## src/rtl/product_bcd_display_if.sv

```systemverilog
// Capture/result bus between the multiplier side and the BCD display block.
interface product_bcd_display_if;
  logic        load;
  logic [15:0] product_in;
  logic        busy;
  logic        bcd_valid;
  logic [19:0] bcd_out;

  modport master (output load, product_in, input busy, bcd_valid, bcd_out);
  modport slave  (input load, product_in, output busy, bcd_valid, bcd_out);
endinterface

```

## src/rtl/product_bcd_display.sv

```systemverilog
// Captures a 16-bit product, converts it to 5 BCD digits by sequential double-dabble,
// and scans the digits onto one 7-segment display. Optional macro: LEADING_ZERO_BLANK_EN.
module product_bcd_display #(
  parameter int SCAN_DIV = 1024
) (
  input  logic                 clk,
  input  logic                 reset_a,
  product_bcd_display_if.slave bus,
  output logic [4:0]           digit_en,
  output logic                 seg_a,
  output logic                 seg_b,
  output logic                 seg_c,
  output logic                 seg_d,
  output logic                 seg_e,
  output logic                 seg_f,
  output logic                 seg_g
);
  localparam int PW = (SCAN_DIV > 1) ? $clog2(SCAN_DIV) : 1;
  localparam logic [6:0] SEG_ZERO = 7'b1111110;

  typedef enum logic {IDLE, CONVERT} state_t;

  state_t      state_q;
  logic [15:0] shreg_q;
  logic [19:0] scratch_q;
  logic [3:0]  bitcnt_q;
  logic        busy_q;
  logic        bcd_valid_q;
  logic [19:0] bcd_out_q;
  logic [19:0] adj_scratch;
  logic [19:0] scratch_d;
  logic [15:0] shreg_d;

  // Add-3 correction on every nibble before each shift
  genvar gi;
  generate
    for (gi = 0; gi < 5; gi++) begin : g_adj
      assign adj_scratch[gi*4 +: 4] = (scratch_q[gi*4 +: 4] >= 4'd5)
                                      ? scratch_q[gi*4 +: 4] + 4'd3
                                      : scratch_q[gi*4 +: 4];
    end
  endgenerate

  assign scratch_d = {adj_scratch[18:0], shreg_q[15]};
  assign shreg_d   = {shreg_q[14:0], 1'b0};

  always_ff @(posedge clk or negedge reset_a) begin
    if (!reset_a) begin
      state_q     <= IDLE;
      shreg_q     <= '0;
      scratch_q   <= '0;
      bitcnt_q    <= '0;
      busy_q      <= 1'b0;
      bcd_valid_q <= 1'b0;
      bcd_out_q   <= '0;
    end else begin
      case (state_q)
        IDLE: begin
          if (bus.load) begin
            shreg_q     <= bus.product_in;
            scratch_q   <= '0;
            bitcnt_q    <= '0;
            bcd_valid_q <= 1'b0;
            busy_q      <= 1'b1;
            state_q     <= CONVERT;
          end
        end
        CONVERT: begin
          scratch_q <= scratch_d;
          shreg_q   <= shreg_d;
          bitcnt_q  <= bitcnt_q + 4'd1;
          if (bitcnt_q == 4'd15) begin
            bcd_out_q   <= scratch_d;
            bcd_valid_q <= 1'b1;
            busy_q      <= 1'b0;
            state_q     <= IDLE;
          end
        end
        default: state_q <= IDLE;
      endcase
    end
  end

  assign bus.busy      = busy_q;
  assign bus.bcd_valid = bcd_valid_q;
  assign bus.bcd_out   = bcd_out_q;

  // Display scan: free-running prescaler and digit index, independent of conversion
  logic [PW-1:0] presc_q;
  logic [2:0]    idx_q;
  logic [4:0]    digit_en_q;
  logic [6:0]    seg_q;
  logic          wrap;
  logic [4:0]    show;
  logic [3:0]    cur_digit;
  logic [6:0]    seg_next;

  assign wrap = (presc_q == PW'(SCAN_DIV - 1));

`ifdef LEADING_ZERO_BLANK_EN
  generate
    for (gi = 0; gi < 5; gi++) begin : g_show
      assign show[gi] = (gi == 0) || (|bcd_out_q[19:gi*4]);
    end
  endgenerate
`else
  assign show = 5'b11111;
`endif

  function automatic logic [6:0] seg_decode(input logic [3:0] d);
    case (d)
      4'd0:    seg_decode = 7'b1111110;
      4'd1:    seg_decode = 7'b0110000;
      4'd2:    seg_decode = 7'b1101101;
      4'd3:    seg_decode = 7'b1111001;
      4'd4:    seg_decode = 7'b0110011;
      4'd5:    seg_decode = 7'b1011011;
      4'd6:    seg_decode = 7'b1011111;
      4'd7:    seg_decode = 7'b1110000;
      4'd8:    seg_decode = 7'b1111111;
      4'd9:    seg_decode = 7'b1111011;
      default: seg_decode = 7'b0000000;
    endcase
  endfunction

  always_comb begin
    cur_digit = bcd_out_q[{idx_q, 2'b00} +: 4];
    seg_next  = 7'b0000000;
    if (show[idx_q]) seg_next = seg_decode(cur_digit);
  end

  always_ff @(posedge clk or negedge reset_a) begin
    if (!reset_a) begin
      presc_q    <= '0;
      idx_q      <= '0;
      digit_en_q <= 5'b00001;
      seg_q      <= SEG_ZERO;
    end else begin
      presc_q <= wrap ? '0 : presc_q + 1'b1;
      if (wrap) idx_q <= (idx_q == 3'd4) ? 3'd0 : idx_q + 3'd1;
      digit_en_q <= 5'b00001 << idx_q;
      seg_q      <= seg_next;
    end
  end

  assign digit_en = digit_en_q;
  assign {seg_a, seg_b, seg_c, seg_d, seg_e, seg_f, seg_g} = seg_q;
endmodule

```

## src/flat_wrapper.sv

```systemverilog
// flat-port wrapper written by rule: the top's interface ports become plain ports
module product_bcd_display_flat 
#(
  parameter int SCAN_DIV = 1024
)
  (clk, reset_a, digit_en, seg_a, seg_b, seg_c, seg_d, seg_e, seg_f, seg_g, bus_load, bus_product_in, bus_busy, bus_bcd_valid, bus_bcd_out);
  product_bcd_display_if bus_i ();
  input  logic clk;
  input  logic reset_a;
  output logic [4:0] digit_en;
  output logic seg_a;
  output logic seg_b;
  output logic seg_c;
  output logic seg_d;
  output logic seg_e;
  output logic seg_f;
  output logic seg_g;
  input wire logic [$bits(bus_i.load)-1:0] bus_load;
  input wire logic [$bits(bus_i.product_in)-1:0] bus_product_in;
  output wire logic [$bits(bus_i.busy)-1:0] bus_busy;
  output wire logic [$bits(bus_i.bcd_valid)-1:0] bus_bcd_valid;
  output wire logic [$bits(bus_i.bcd_out)-1:0] bus_bcd_out;
  assign bus_i.load = bus_load;
  assign bus_i.product_in = bus_product_in;
  assign bus_busy = bus_i.busy;
  assign bus_bcd_valid = bus_i.bcd_valid;
  assign bus_bcd_out = bus_i.bcd_out;
  product_bcd_display #(.SCAN_DIV(SCAN_DIV)) u_core (.clk(clk), .reset_a(reset_a), .bus(bus_i), .digit_en(digit_en), .seg_a(seg_a), .seg_b(seg_b), .seg_c(seg_c), .seg_d(seg_d), .seg_e(seg_e), .seg_f(seg_f), .seg_g(seg_g));
endmodule
```

## config.mk

```make
export PLATFORM = sky130hd
export DESIGN_NAME = product_bcd_display_flat
export DESIGN_NICKNAME = d
export VERILOG_FILES = /design/src/rtl/product_bcd_display_if.sv /design/src/rtl/product_bcd_display.sv /design/src/flat_wrapper.sv
export SDC_FILE = /design/constraint.sdc
export NUM_CORES = 1
export LEC_CHECK = 0
export ABC_AREA = 1
export CAP_MARGIN = 20
export CORE_MARGIN = 1.5
export CORE_UTILIZATION = 35
export DETAILED_ROUTE_END_ITERATION = 12
export PLACE_DENSITY_LB_ADDON = 0.1
export RECOVER_POWER = 100
export SLEW_MARGIN = 15
export SYNTH_ARGS = -nofsm -noshare
export SYNTH_HDL_FRONTEND = slang
export SYNTH_SLANG_ARGS = --single-unit
```

## constraint.sdc

```tcl
create_clock -name clk -period 2.64 [get_ports clk]
set_input_delay 0.264 -clock clk [delete_from_list [all_inputs] [get_ports clk]]
set_output_delay 0.264 -clock clk [all_outputs]
set_load 0.01 [all_outputs]
```

* After elaboration in Yosys (flattened, before gate mapping)
Memories as Yosys holds them, arrays and structs flattened.
Cells that the tools add are included.
** Storage, ports and cells
- Word-level logic and storage cells :: 61
- Flip-flop bits (word level) :: 88
- Input port bits :: 19
- Output and inout bits :: 34
- Memory bits (read-only) :: 120
- Memories kept :: 2
** Memories
- (no name shown) :: depth 16, bits a word 7, rd ports 1, clocked after memory_dff 0, wr ports 0, RTL line product_bcd_display.sv:111 : case (d)
- (no name shown) :: depth 8, bits a word 1, rd ports 1, clocked after memory_dff 0, wr ports 0, RTL line product_bcd_display.sv:129 : if (show[idx_q]) seg_next = seg_decode(cur_digit);
** Cells by class
- Bitwise gates (word level) :: 1
- Multiplexer cells :: 24
- Reduce and logical (&&, ||, !) cells :: 2
- Order comparisons :: 6
- Shift operators :: 2
- Add/subtract/negate cells :: 8
- Equality and inequality tests :: 5
** Operator list (count)
- 20-bit one-hot mux with 2 select lines :: 1
- 16-bit one-hot mux with 2 select lines :: 1
- 4-bit by 3-bit greater-or-equal comparator with 1-bit output (second input constant) :: 5
- 20-bit 2-to-1 mux :: 1
- 4-bit 2-to-1 mux :: 5
- 20-bit by 6-bit indexed part select with 4-bit output :: 1
- 4-bit by 2-bit adder with 4-bit output (second input constant) :: 4
- 16-bit 2-to-1 mux :: 1
- 10-bit by 1-bit adder with 10-bit output (second input constant) :: 1
- 10-bit == test (second input constant) :: 1
- 10-bit 2-to-1 mux :: 1
- 4-bit one-hot mux with 2 select lines :: 1
- 1-bit 2-to-1 mux :: 7
- 7-bit 2-to-1 mux :: 1
- 3-bit 2-to-1 mux :: 2
- 1-bit one-hot mux with 2 select lines :: 3
- 1-bit by 3-bit left shift with 5-bit output (first input constant) :: 1
- 4-bit by 1-bit adder with 4-bit output (second input constant) :: 1
- 4-bit == test (second input constant) :: 1
- 3-bit by 4-bit < comparator with 1-bit output (second input constant) :: 1
- 2-bit != test (second input constant) :: 2
- 2-bit AND reduction :: 2
- 3-bit by 1-bit adder with 3-bit output (second input constant) :: 1
- 3-bit by 2-bit adder with 3-bit output (second input constant) :: 1
- other kinds (2) :: 2

* Logic depth before layout (Yosys ltp)
- Depth in word-level cells :: 3
- Mapped depth :: 13
- Depth with buffers taken out :: 13

* Worst setup path after synthesis
Ideal clock, no wire load.
- Path kind :: flip-flop to flip-flop
- Start point :: reg u_core.idx_q[0]
- End point :: reg u_core.seg_q[3]
- Required time :: 2.563 ns
- Setup time :: 0.077 ns
- Path slack :: 1.019 ns
- Cell stages (with the launch flop) :: 13
- Clock period less this slack :: 1.621 ns
- Path buffers :: 1
- Arrival :: 1.544 ns
- Cell sequence :: dfrtp_1 > buf_6 > nor2_2 > nand2_2 > inv_2 > nand2_1 > nand2_1 > inv_1 > ha_1 > nand3_1 > nand2_1 > nand2_1 > nand2_1
** On the way
- Longest elaborated chain between the ends :: 3
- Elaborated cells on any way between the ends :: 5
- Classes of those cells :: shift (1); mux (2); memory (2)
** RTL lines
- from (decl) :: RTL line product_bcd_display.sv:90 : logic [2:0] idx_q;
- from (signal assigned) :: RTL line product_bcd_display.sv:140 : if (wrap) idx_q <= (idx_q == 3'd4) ? 3'd0 : idx_q + 3'd1;
- 20-bit by 6-bit indexed part select with 4-bit output or memory read 8 x 1 bit (tied branches)
- memory read 16 x 7 bit or 1-bit 2-to-1 mux (tied branches)
- 7-bit 2-to-1 mux * :: RTL line product_bcd_display.sv:129
- named net u_core.seg_next[3] :: RTL line product_bcd_display.sv:96 : logic [6:0] seg_next;
- to (signal assigned) :: RTL line product_bcd_display.sv:142 : seg_q <= seg_next;
- to (decl) :: RTL line product_bcd_display.sv:92 : logic [6:0] seg_q;
Mark *: on every way through the listed nets, which the timed path passes. The rest lies on a longest branch. The select of a mux whose other input is x is not followed.
A chain may end at the register's enable or synchronous reset.

* Worst setup path after layout
- Start point :: reg u_core.state_q
- End point :: reg u_core.shreg_q[6]
** On the way
- Longest elaborated chain between the ends :: 2
- Elaborated cells on any way between the ends :: 3
- Classes of those cells :: eq/ne (1); mux (1); bitwise (1)
** RTL lines
- from (decl) :: RTL line product_bcd_display.sv:23 : state_t state_q;
- from (signal assigned) :: RTL line product_bcd_display.sv:49 : state_q <= IDLE;
- from (signal assigned) :: RTL line product_bcd_display.sv:65 : state_q <= CONVERT;
- from (signal assigned) :: RTL line product_bcd_display.sv:76 : state_q <= IDLE;
- 1-bit inverter :: RTL line product_bcd_display.sv:57 : case (state_q)
- 16-bit one-hot mux with 2 select lines or 2-bit != test (tied branches)
- to (signal assigned) :: RTL line product_bcd_display.sv:60 : shreg_q <= bus.product_in;
- to (signal assigned) :: RTL line product_bcd_display.sv:70 : shreg_q <= shreg_d;
- to (decl) :: RTL line product_bcd_display.sv:24 : logic [15:0] shreg_q;
Parallel ways exist; a longest one is shown, timed or not.

==> results.cfg <==
[cells_and_area]
fin_nets = 574
final_util_pct = 43.44
finalInstanceArea_um2 = 5218
drive_above_1_share_pct = 8.007
diodes = 0
nFillCells = 1204
syn_to_final_growth_pct = 20.76

[clocking]
clockRootBuffer = clkbuf_16
numCtsBuffers = 9
holdBufCountCts = 1
cts_tree = done
cts_setup_buffers = 0
cts_resized = 0
numClockSinks = 88
cts_max_level = 3
clk_pin_slew_ns = 0.06
clk_path_buf_depth = 2
clock_latency_ns = 0.34

[floorplan]
die_area_um2 = 13020
rows = 40
die_h_um = 114.1
pin_count = 53
die_x_um = 114.1
start_util_pct = 35.97
core_um2 = 12010

[worst_setup_path]
crit_type = reg -> reg
slowest_delay_ns = 0.57
reg2reg_depth = 4
start_kind = flop
arrival_ns = 2.33
cp_cell_sequence = nor2_2, clkbuf_1, inv_1, o211ai_1
r2r-end = u_core.shreg_q[6]
r2r_slack_ns = 0.55
critPathSlowestCell = inv_1
cp_data_required_time_ns = 2.88
r2r-start = u_core.state_q
path_max_fanout = 29
end_kind = flop

[hold_path]
holdPathEnd = u_core.shreg_q[3]
hold_class = in -> reg
holdPathStages = 3
hold_start = bus_product_in[3]

[synth]
synth_compound_area_share_pct = 11.47
ys.flop_type = dfrtp_1
synth_top_area_share_pct = 46.92
avgSynthCellArea_um2 = 9.057
synth-simple-area-share_pct = 19.95
synth_seq_area_share_pct = 51.17
synth-xor-area-share_pct = 2.838
ys_ff_latch = 88
synth_nets = 519
async_flop_share_pct = 100.0
ys_top_cells_by_area = dfrtp_1 47%, nand2_1 11%, ha_1 6.7%
synth.cells.most_frequent = 129 x nand2_1, 81 x dfrtp_1, 61 x inv_1
synth_adder_area_share_pct = 6.661
syn_area_um2 = 4320
syn_inst = 477
yosysTopAreaCell = dfrtp_1
synth_mux_area_share_pct = 0
yosys_warnings = 0
synth_cell_types = 34
synth_edf_count = 0
synth_most_common_cell = nand2_1
synth_top_family_by_area = simple AND/OR/NAND/NOR gates

[pwr]
p_sw_mw = 2.138
peakVddDrop_uv = 302.5
pwr-share-comb_pct = 39.2
p_int_mw = 3.575
powerDensity_nw_per_um2 = 1095
p_clk_share_pct = 22.6
leakagePower_nw = 2.578
p_seq_share_pct = 38.3
switching_share_pct = 37.42

[global_route]
grtUsageTotal_pct = 15.40
grt_antenna_before_repair = 0
grt_pass1_wl_um = 15660
grt_max_degree = 38
grt-ovfl-total = 0
grt_pass1_vias = 3208

[drt]
routedWlPerCell_um = 13.14
drc = 0
drt_iter0_drc = 112
via_count = 3211
wirelength_um = 8985
antenna_left = 0
firstDrtPassIters = 4
via_per_inst = 4.694

[placement]
dp_slack_ns = 0.7043
portBuffers = 52
placed_area_um2 = 4990
hpwl_um = 6476
gp_congestion = 0.8560

[timing]
worst_pin_slew_ns = 1.004
setup_violations = 0
slew_viol_final = 0
finalHoldViolCount = 0
whs_ns = 0.4657
fmax_mhz = 478.1
period_share_pct = 79.23
layout_setup_ws_ns = 0.5485
slew_headroom_pct = 33.05
fin_setup_tns_ns = 0
finClkSkew_ns = 0.003700
rsz0062_at_grt = no
min_period_ns = 2.092

[outcome]
status = finished, final reports clean

[flow_run]
max-cap-violations = 0
cells in the final DEF (no fill, tap or decap), types with 2 or more instances in the layout:
master / n
clkinv_2: 2
clkbuf_8: 2
nand4_1: 3
clkbuf_2: 3
o22ai_1: 20
nand3_1: 21
dfrtp_1: 81
clkbuf_16: 9
nand3_4: 2
dfstp_2: 7
o21ai_0: 39
o211ai_1: 4
nor2_2: 2
ha_1: 23
inv_1: 64
inv_2: 5
nand2_2: 5
a21oi_1: 9
or2_1: 4
nand2_1: 129
a22oi_1: 3
nor2_1: 16
o221ai_1: 6
clkbuf_1: 4
xor2_1: 13
dlygate4sd3_1: 35
clkdlybuf4s50_1: 17
final cells by class:
cell class                      instances  area [um2]  share of cell area, %
Tap cell                              147       183.9                  3.525
Clock inverter                          3       40.04                 0.7674
Multi-Input combinational cell        306        1713                  32.83
Timing Repair Buffer                   58       550.5                  10.55
Sequential cell                        88        2211                  42.37
Clock buffer                           13       260.3                  4.988
Inverter                               69       259.0                  4.964
state kept, by name, summed over array words and instances, names as in the netlist:
signal and cells:
u_core.bus.bcd_out 20, u_core.scratch_q 20, u_core.shreg_q 16, u_core.presc_q 10, u_core.seg_q 7, u_core.digit_en 5
u_core.bitcnt_q 4, u_core.idx_q 3, u_core.bus.bcd_valid 1, u_core.bus.busy 1, u_core.state_q 1
layer usage:
metal  GRT usage, %  wire length (um)  vias to the layer above  part of all wire, %
met5              0                 0                        -                    0
li1               -                 -                     1651                    -
met1          20.65              4346                     1494                   48
met3          2.329               273                       12                  3.0
met2          24.98              4208                       54                   47
met4          6.500               157                        0                  1.7
logic make-up after synthesis:
group / Yosys count
AO/OA/AOI/OAI: 83
flip-flops: 88
XOR/XNOR: 14
AND/OR/NAND/NOR: 186
buffers and inverters: 83
adder cells (fa/ha/maj): 23
critical path, delay by kind of cell (launching register included):
kind,cells,cell delay [ns]
AOI/OAI and AO/OA,1,0.36
and+or+nand+nor,1,0.15
DFF,1,0.53
buffers and inverters,2,0.95
worst max-delay path by stage:
stage,to,startpoint,cells after the start
floorplan,u_core.seg_q[3],u_core.idx_q[0],12
global placement,u_core.seg_q[3],u_core.idx_q[0],12
detailed placement,u_core.seg_q[3],u_core.idx_q[0],12
CTS,u_core.seg_q[3],u_core.idx_q[0],12
global route,u_core.scratch_q[1],reset_a,3
finish,u_core.shreg_q[6],u_core.state_q,4
power groups by stage:
| stage | clock network (mW) | registers [mW] | logic (mW) |
|---|---|---|---|
| floorplan | 0 | 2.20 | 1.48 |
| global placement | 0 | 2.22 | 2.30 |
| detailed placement | 0 | 2.23 | 2.35 |
| CTS | 1.33 | 2.21 | 2.36 |
| global route | 1.38 | 2.26 | 2.60 |
| finish | 1.29 | 2.19 | 2.24 |
through the flow:
stage / total power, mW / std cells
finish: 5.713 / 684
global route: 6.234 / 684
CTS: 5.893 / 684
detailed placement: 4.580 / 667
global placement: 4.521 / 667
floorplan: 3.680 / 477
Power figures use the tool's default switching activity.
==> RTL change: new RTL, same settings <==
Make the reset (`reset_a`) synchronous in 2 clocked blocks.
--- a/src/rtl/product_bcd_display.sv
+++ b/src/rtl/product_bcd_display.sv
@@ -44,7 +44,7 @@
   assign scratch_d = {adj_scratch[18:0], shreg_q[15]};
   assign shreg_d   = {shreg_q[14:0], 1'b0};
 
-  always_ff @(posedge clk or negedge reset_a) begin
+  always_ff @(posedge clk) begin
     if (!reset_a) begin
       state_q     <= IDLE;
       shreg_q     <= '0;
@@ -129,7 +129,7 @@
     if (show[idx_q]) seg_next = seg_decode(cur_digit);
   end
 
-  always_ff @(posedge clk or negedge reset_a) begin
+  always_ff @(posedge clk) begin
     if (!reset_a) begin
       presc_q    <= '0;
       idx_q      <= '0;
Check against the original RTL: differs if reset_a is asserted again (counterexample within 4 cycles, from zero or initial values and one cycle with reset_a low); with reset_a held inactive, the same outputs for 10 cycles.
==> RTL change against the unedited design <==
Sequential cell count is the same; global-route usage up 0.91 points; utilization rose by 1.2 points; final cell count is 12% higher; worst setup slack got worse by 94 ps; critical path depth is 6 higher; critical endpoint is now u_core.seg_q[3]; routed wire length is 11% higher; design area shrank 1.2%; area after synthesis shrank 2.4%; synthesized cell count rose by 19%.
Power is not compared: it rests on default switching activity, and its combinational part moved more than twofold at a synthesized area within 25%.
==> RTL change: results (changes against the unedited design) <==
- Result of the run: complete, no violations
- Non-clock buffering overhead in the final layout: 11.55% (+1.0 points)
- Dominant synthesized flop cell: sky130_fd_sc_hd__dfxtp_1
- Final weighted congestion in routability-driven placement: 0.8378 (-2.1%)
- GRT Total Usage: 16.31% (+0.91 points)
- Slowest CP cell: sky130_fd_sc_hd__dfxtp_1
- Worst Hold Depth: 1 (-2)
- GR Util met3: 3.535% (+1.2 points)
- Met1 wire length: 4777 um (+9.9%)
- Commonest cells in the synthesized netlist: 130 x sky130_fd_sc_hd__nand2_1, 88 x sky130_fd_sc_hd__dfxtp_1, 72 x sky130_fd_sc_hd__inv_1
- Class of the worst hold path: flip-flop to flip-flop
- Arrival time reported for the critical path endpoint: 2470 ps (+140 ps)
- Top post-synthesis cells by area: sky130_fd_sc_hd__dfxtp_1 42%, sky130_fd_sc_hd__nand2_1 12%, sky130_fd_sc_hd__inv_1 6.4%, sky130_fd_sc_hd__ha_1 5.9%, sky130_fd_sc_hd__a21oi_1 5.0%
- Cell Area, Placed: 4877 um^2 (-2.3%)
- Syn_nets: 607 (+17%)
- Placed cell count: 752 (+13%)
- Share of post-route cells with drive strength above 1: 7.840% (-0.17 points)
- Average footprint of a synthesized cell: 7.421 um^2 (-18%)
- Slew at the pin closest to its max-slew limit: 1067 ps (+62.56 ps)
- Pre-CTS setup slack: 557.7 ps (-146.5 ps)
- Non-CTS inverters: 82 (+19%)
- Number of DRC markers after the initial detailed-route iteration: 141 (+26%)
- Proportion of synthesized flip-flops having asynchronous set or reset: 0% (-100 points)
- Storage cell area: 1762 um^2 (-20%)
- Post-DP HPWL: 7195 um (+11%)
- Met2 Use GR: 27.97% (+3.0 points)
- Comb_multi_in: 376 (+23%)
- Depth of the worst register-to-register path: 10 (+6)
- Multi-input logic portion of the cell area: 38.91% (+6.1 points)
- Distinct cells, synth: 43 (+26%)
- Post-Synth Adder-Cell Area: 5.936% (-0.72 points)
- Stage delay of the slowest cell on the critical path: 660 ps (+90 ps)
- Worst clock skew: 3.645 ps (-0.05535 ps)
- Maximum number of pins on one net before global-route repair: 35 (-7.9%)
- XOR/XNOR share of the synthesized area: 2.078% (-0.76 points)
- Global-route met1 utilization: 20.52% (-0.14 points)
- Wirelength, routed: 9992 um (+11%)
- Total of plain and repair buffers excluding clock buffers: 63 (+8.6%)
- Sequential cell area fraction in the yosys report: 41.79% (-9.4 points)
RTL change: cell types whose count changed after synthesis, moves of 7 or more:
cell	before	now
sky130_fd_sc_hd__a21oi_1	9	42
sky130_fd_sc_hd__dfrtp_1	81	0
sky130_fd_sc_hd__dfstp_2	7	0
sky130_fd_sc_hd__dfxtp_1	0	88
sky130_fd_sc_hd__inv_1	61	72
sky130_fd_sc_hd__nand3_1	19	38
sky130_fd_sc_hd__nor2_1	14	42
sky130_fd_sc_hd__o21ai_0	33	20
sky130_fd_sc_hd__o22ai_1	20	11
RTL change: worst paths after layout:
kind	from	to	slack [ps]
worst max-delay path	u_core.idx_q[0]	u_core.seg_q[3]	450
worst min-delay path	u_core.presc_q[0]	u_core.presc_q[0]	450
worst max register to register	u_core.idx_q[0]	u_core.seg_q[3]	450
worst min register to register	u_core.presc_q[0]	u_core.presc_q[0]	450
RTL change: power by group:
part	switching, mW	internal, mW
logic	0.0911	0.0614
registers	0.0155	1.35
clock network	0.504	0.786
